**src/rtl/shift_transfer_ctrl.sv**
```systemverilog
// Load/shift strobe sequencer for the serial-shift byte datapath, with a
// prescaled automatic BITS-step transfer mode and busy/done/progress status.
module shift_transfer_ctrl #(
    parameter int unsigned STEP_DIV = 25000000,
    parameter int unsigned BITS     = 8
) (
    input  logic       clock,
    input  logic       reset,
    input  logic       write_req,
    input  logic       transmit_req,
    input  logic       auto_req,
    input  logic       abort,
    output logic       load_en,
    output logic       shift_en,
    output logic [3:0] shift_count,
    output logic       busy,
    output logic       done,
    output logic [1:0] state
);

    localparam int unsigned PW = (STEP_DIV > 2) ? $clog2(STEP_DIV) : 1;
    localparam int unsigned CW = 4;
    localparam logic [PW-1:0] PRESC_LAST = PW'(STEP_DIV - 1);
    localparam logic [CW-1:0] COUNT_LAST = CW'(BITS);

    typedef enum logic [1:0] {
        ST_IDLE = 2'd0,
        ST_RUN  = 2'd1,
        ST_DONE = 2'd2
    } state_t;

    state_t          state_q;
    state_t          state_d;
    logic [PW-1:0]   presc_q;
    logic [PW-1:0]   presc_d;
    logic [CW-1:0]   count_d;
    logic            load_d;
    logic            shift_d;

    // Next-state and next-output decode; status flags follow the next state
    always_comb begin
        state_d = state_q;
        presc_d = presc_q;
        count_d = shift_count;
        load_d  = 1'b0;
        shift_d = 1'b0;
        case (state_q)
            ST_IDLE: begin
                if (write_req) begin
                    load_d = 1'b1;
                end else if (transmit_req) begin
                    shift_d = 1'b1;
                end else if (auto_req) begin
                    state_d = ST_RUN;
                    count_d = '0;
                    presc_d = '0;
                end
            end
            ST_RUN: begin
                // abort beats both completion and a coincident terminal count
                if (abort) begin
                    state_d = ST_IDLE;
                    presc_d = '0;
                end else if (shift_count == COUNT_LAST) begin
                    state_d = ST_DONE;
                    presc_d = '0;
                end else if (presc_q == PRESC_LAST) begin
                    shift_d = 1'b1;
                    count_d = shift_count + CW'(1);
                    presc_d = '0;
                end else begin
                    presc_d = presc_q + PW'(1);
                end
            end
            ST_DONE: begin
                state_d = ST_IDLE;
            end
            default: begin
                state_d = ST_IDLE;
                presc_d = '0;
            end
        endcase
    end

    // State and registered outputs
    always_ff @(posedge clock or negedge reset) begin
        if (!reset) begin
            state_q     <= ST_IDLE;
            presc_q     <= '0;
            shift_count <= '0;
            load_en     <= 1'b0;
            shift_en    <= 1'b0;
            busy        <= 1'b0;
            done        <= 1'b0;
        end else begin
            state_q     <= state_d;
            presc_q     <= presc_d;
            shift_count <= count_d;
            load_en     <= load_d;
            shift_en    <= shift_d;
            busy        <= (state_d == ST_RUN);
            done        <= (state_d == ST_DONE);
        end
    end

    assign state = state_q;

endmodule

```
**config.mk**
```make
export PLATFORM = sky130hd
export DESIGN_NAME = shift_transfer_ctrl
export DESIGN_NICKNAME = d
export VERILOG_FILES = /design/src/rtl/shift_transfer_ctrl.sv
export SDC_FILE = /design/constraint.sdc
export NUM_CORES = 1
export LEC_CHECK = 0
export CAP_MARGIN = 20
export CORE_MARGIN = 2
export CORE_UTILIZATION = 50
export DETAILED_ROUTE_END_ITERATION = 10
export PLACE_DENSITY = 0.77
export SLEW_MARGIN = 30
export SYNTH_ARGS = -nofsm -noshare
export SYNTH_HDL_FRONTEND = slang
export SYNTH_SLANG_ARGS = --single-unit
```
**constraint.sdc**
```tcl
create_clock -name clock -period 2.25 [get_ports clock]
set_input_delay 0.675 -clock clock [delete_from_list [all_inputs] [get_ports clock]]
set_output_delay 0.675 -clock clock [all_outputs]
set_load 0.02 [all_outputs]
```
* Word-level counts from Yosys, hierarchy flattened
Cells that the tools add are included.
** Cells by class
- Bitwise operators :: 1
- Reductions and logical operators :: 4
- $add $sub $neg :: 2
- Muxes and demuxes :: 28
- Equality and inequality tests :: 12
** Operator list (count)
- $mux 25 :: 6
- $pmux 25 s3 :: 1
- $add 25x1->25 const B :: 1
- $eq 25x25->1 const B :: 1
- $mux 4 :: 6
- $ne 2x2->1 const B :: 6
- $mux 2 :: 5
- $pmux 4 s2 :: 1
- $mux 1 :: 7
- $reduce_and 7->1 :: 1
- $add 4x1->4 const B :: 1
- $eq 2x1->1 const B :: 2
- $eq 2x2->1 const B :: 2
- $eq 4x4->1 const B :: 1
- $pmux 2 s2 :: 1
- $reduce_and 4->1 :: 1
- $logic_not 2->1 :: 1
- $pmux 1 s2 :: 1
- $reduce_bool 2->1 :: 1
- $not 1->1 :: 1
** Storage, ports and cells
- Logic and storage cells :: 54
- Bits in registers :: 35
- Input bits :: 6

* Depth between registers and ports, before layout
- Depth in word-level cells :: 5
- Gate-level depth with buffers :: 8
- Depth with buffers taken out :: 7

* Least setup slack after synthesis
Ideal clock, no wire load.
- Path kind :: register to register
- Start point :: reg shift_count[0]
- End point :: reg shift_count[3]
- Arrival :: 1.847 ns
- Data required time :: 2.132 ns
- Cell stages (with the launch flop) :: 9
- Setup slack :: 0.285 ns
- Cells stage by stage :: dfrtp_1 inv_1 ha_1 nand2_1 o211ai_1 or3_1 buf_6 a22o_1 a21o_1
** On the way
- Word-level cells in the longest chain between the ends :: 5
** Ends and longest elaborated chain
- from (decl) :: RTL line 15 : output logic [3:0] shift_count,
- from (signal assigned) :: RTL line 98 : shift_count <= count_d;
- $add 4x1->4 :: RTL line 69 : count_d = shift_count + CW'(1);
- $mux 4 :: RTL line 67 : end else if (presc_q == PRESC_LAST) begin
- $mux 4 :: RTL line 64 : end else if (shift_count == COUNT_LAST) begin
- $mux 4 :: RTL line 61 : if (abort) begin
- $pmux 4 s2 :: RTL line 47 : case (state_q)
Parallel ways exist; a longest one is shown, timed or not. The select of a mux whose other input is x is not followed.
A chain may end at the register's enable or synchronous reset.

* Final worst setup path
- Start point :: in write_req
- End point :: reg presc_q[12]
** On the way
- Word-level cells in the longest chain between the ends :: 2
** Ends and longest elaborated chain
- from (decl) :: RTL line 9 : input logic write_req,
- $ne 2x2->1 (no source line)
- $reduce_and 4->1 (no source line)
- to (signal assigned) :: RTL line 97 : presc_q <= presc_d;
- to (decl) :: RTL line 34 : logic [PW-1:0] presc_q;
Every way passes these cells.

==> out/qor.txt <==
Crit-path max cell delay: 0.49 ns
Hold Fails Final Rpt: 0
Post-synth EDFFs: 0
DRT iter0 DRCs: 96
RSZ-0062 raised after global routing: false
Most common cell after layout, fill and taps aside: dfrtp_1
Clock latency on the worst-skew pair: 0.28 ns
Finished layout cell area: 2270 um2
Rows: 22
Worst-Margin Slew: 0.553 ns
Die width: 65.4 um
CP delay by family, top: buffers and inverters
Synth Instances: 193
Vias in the first global route: 1496
Post-CTS Setup Inserts: 0
CTS-repair resized insts: 0
Area post-placement: 2150 um2
Nets: 229
Fin cells: 269
P&R area growth vs syn: 20.5%
Status: finished, final reports clean
Pleak: 0.962 nW
Hold buffer count at CTS: 0
Synth async-reset ratio: 1.00
Crit end category: register
PortBufs: 15
Cell breakdown of the critical path: clkdlybuf4s50_1 > nor4b_4 > buf_4 > o2111ai_1 > nor3_1 > xnor2_1 > nor2_1
Worst Path Arrival: 2.32 ns
CTS root buffer: clkbuf_8
Slowest cell on crit path: clkdlybuf4s50_1
Post-detailed-route wirelength per cell: 14.4 um
CTS tree: done
Netlist cell types: 45
Post-route minimum period: 2.14 ns
R2R Setup Slk: 0.26 ns
Type of the worst setup path: in -> reg
Worst EP required: 2.43 ns
Die Y-Extent: 65.4 um
Residual DRC count: 0
Cell area after synthesis: 1880 um2
Die area: 4270 um2
Layout cell share with drive strength beyond 1: 0.163
Largest net degree at the start of global routing: 36
Max FO, Critical Path: 5
Routed vias: 1510
1st-pass router iterations: 4
Yosys warns: 0
Grt ovf: 0
Post-synthesis sequential area ratio: 0.465
Clock Path Buffers: 2
Maxcap violations: 0
Initial antenna violation count: 0
IO Count: 16
Routed vias/inst: 5.61
Placed wire-length estimate: 2750 um
CP bufs+invs: 2
Clk slew on worst S/H paths: 0.07 ns
Starting density of the core: 0.518
Antenna viol nets, final: 0
First-pass GRT wire length: 6840 um
Power Dens Cells: 602 nW/um2
Setup Total Neg Slack: 0 ns
#FFs+latches synth: 35
Fin. max-slew vios: 0
Final wirelength: 3880 um
Rel. slew slack: 0.630
GRT Util Overall: 0.210
Placed cells: 261
Top FF cell, synth: dfrtp_1
Fmax: 0.466 GHz
Most frequent cells in the layout: dfrtp_1 (35), nor2_1 (23), nand2_1 (16), clkdlybuf4s50_1 (15), xnor2_1 (13)
Hold crit path type: reg -> reg
Final Cycle Share: 0.953
CTS sink cnt: 35
Synthesized net count: 202
Htree depth: 2
IR drop worst, VDD: 0.000376 V
Core area: 3630 um2
CP Launch Type: input port
Gpl congestion: 0.862
Layout Skew: 0.00498 ns
Setup-failing EPs final: 0
Syn Area/Cell: 9.75 um2
CTS Buf Count: 5
Antenna diodes: 0
[cell families after synthesis]
family,count (synthesis),share of synthesized area
muxes,1,0.00598
buffers and inverters,12,0.0332
adders and majority gates,3,0.0199
and+or+nand+nor,95,0.292
DFF,35,0.465
AOI/OAI and AO/OA,32,0.114
xor gates and xnor gates,15,0.0698
[final timing paths]
path,cells past startpoint,end,from
max in group asynchronous,2,presc_q[23],reset
worst min-delay path,1,presc_q[16],presc_q[16]
worst min register to register,1,presc_q[16],presc_q[16]
worst max register to register,6,shift_count[3],presc_q[0]
worst max-delay path,7,presc_q[12],write_req
min in group asynchronous,2,presc_q[1],reset
[cell usage after synthesis (4+ instances only)]
cell type | instances | area [um2]
nand4_1 | 5 | 31.3
nand3_1 | 9 | 45.0
xnor2_1 | 13 | 114
nand2_1 | 16 | 60.1
nor2_1 | 23 | 86.3
inv_1 | 5 | 18.8
dfrtp_1 | 35 | 876
a31oi_1 | 6 | 37.5
nor3_1 | 6 | 30.0
nor4_1 | 7 | 43.8
a21oi_1 | 7 | 35.0
o21ai_0 | 6 | 30.0
and3_1 | 4 | 25.0
[worst register-to-register path: stages, from the launching register on]
cell and delay [ns]:
dfrtp_1 0.37, ha_1 0.23, and4_4 0.29, nand4_2 0.12, or3_1 0.45, a22o_1 0.24, a21o_1 0.18
[sequential cells by signal (all words and copies together) (netlist names)]
| name | cells |
|---|---|
| presc_q | 25 |
| state | 2 |
| busy | 1 |
| load_en | 1 |
| shift_en | 1 |
| done | 1 |
| shift_count | 4 |
[layer usage]
layer,GRT usage,vias up,share of wire
met4,0.0833,0,0.019
li1,-,748,-
met1,0.261,724,0.46
met2,0.344,30,0.48
met3,0.0634,8,0.043
met5,0,-,0
[cell type report]
type / instances / area [um2]
inverter: 5 / 18.8
clock buffer: 6 / 82.6
multi-input combinational: 146 / 943
timing repair buffer: 27 / 253
tap: 48 / 60.1
sequential: 35 / 876
clock inverter: 2 / 35.0
fill: 314 / 1370
[power breakdown]
group          switching [mW]  internal [mW]  total [mW]
registers              0.0165          0.646       0.662
logic                  0.0685         0.0591       0.128
clock network           0.217          0.358       0.575
total                   0.302           1.06        1.37
[per-stage QoR]
stage           util  hold slack [ns]  setup slack (ns)  power [mW]
2_1_floorplan      -            0.379             0.285       0.735
3_3_place_gp   0.592            0.495            -0.143       0.799
3_5_place_dp   0.592            0.497            -0.187       0.803
4_1_cts        0.624            0.523            0.0971        1.39
5_1_grt        0.624            0.550            0.0141        1.42
6_report       0.624            0.528             0.106        1.37
Note: power is estimated with default switching activity, not from simulation.
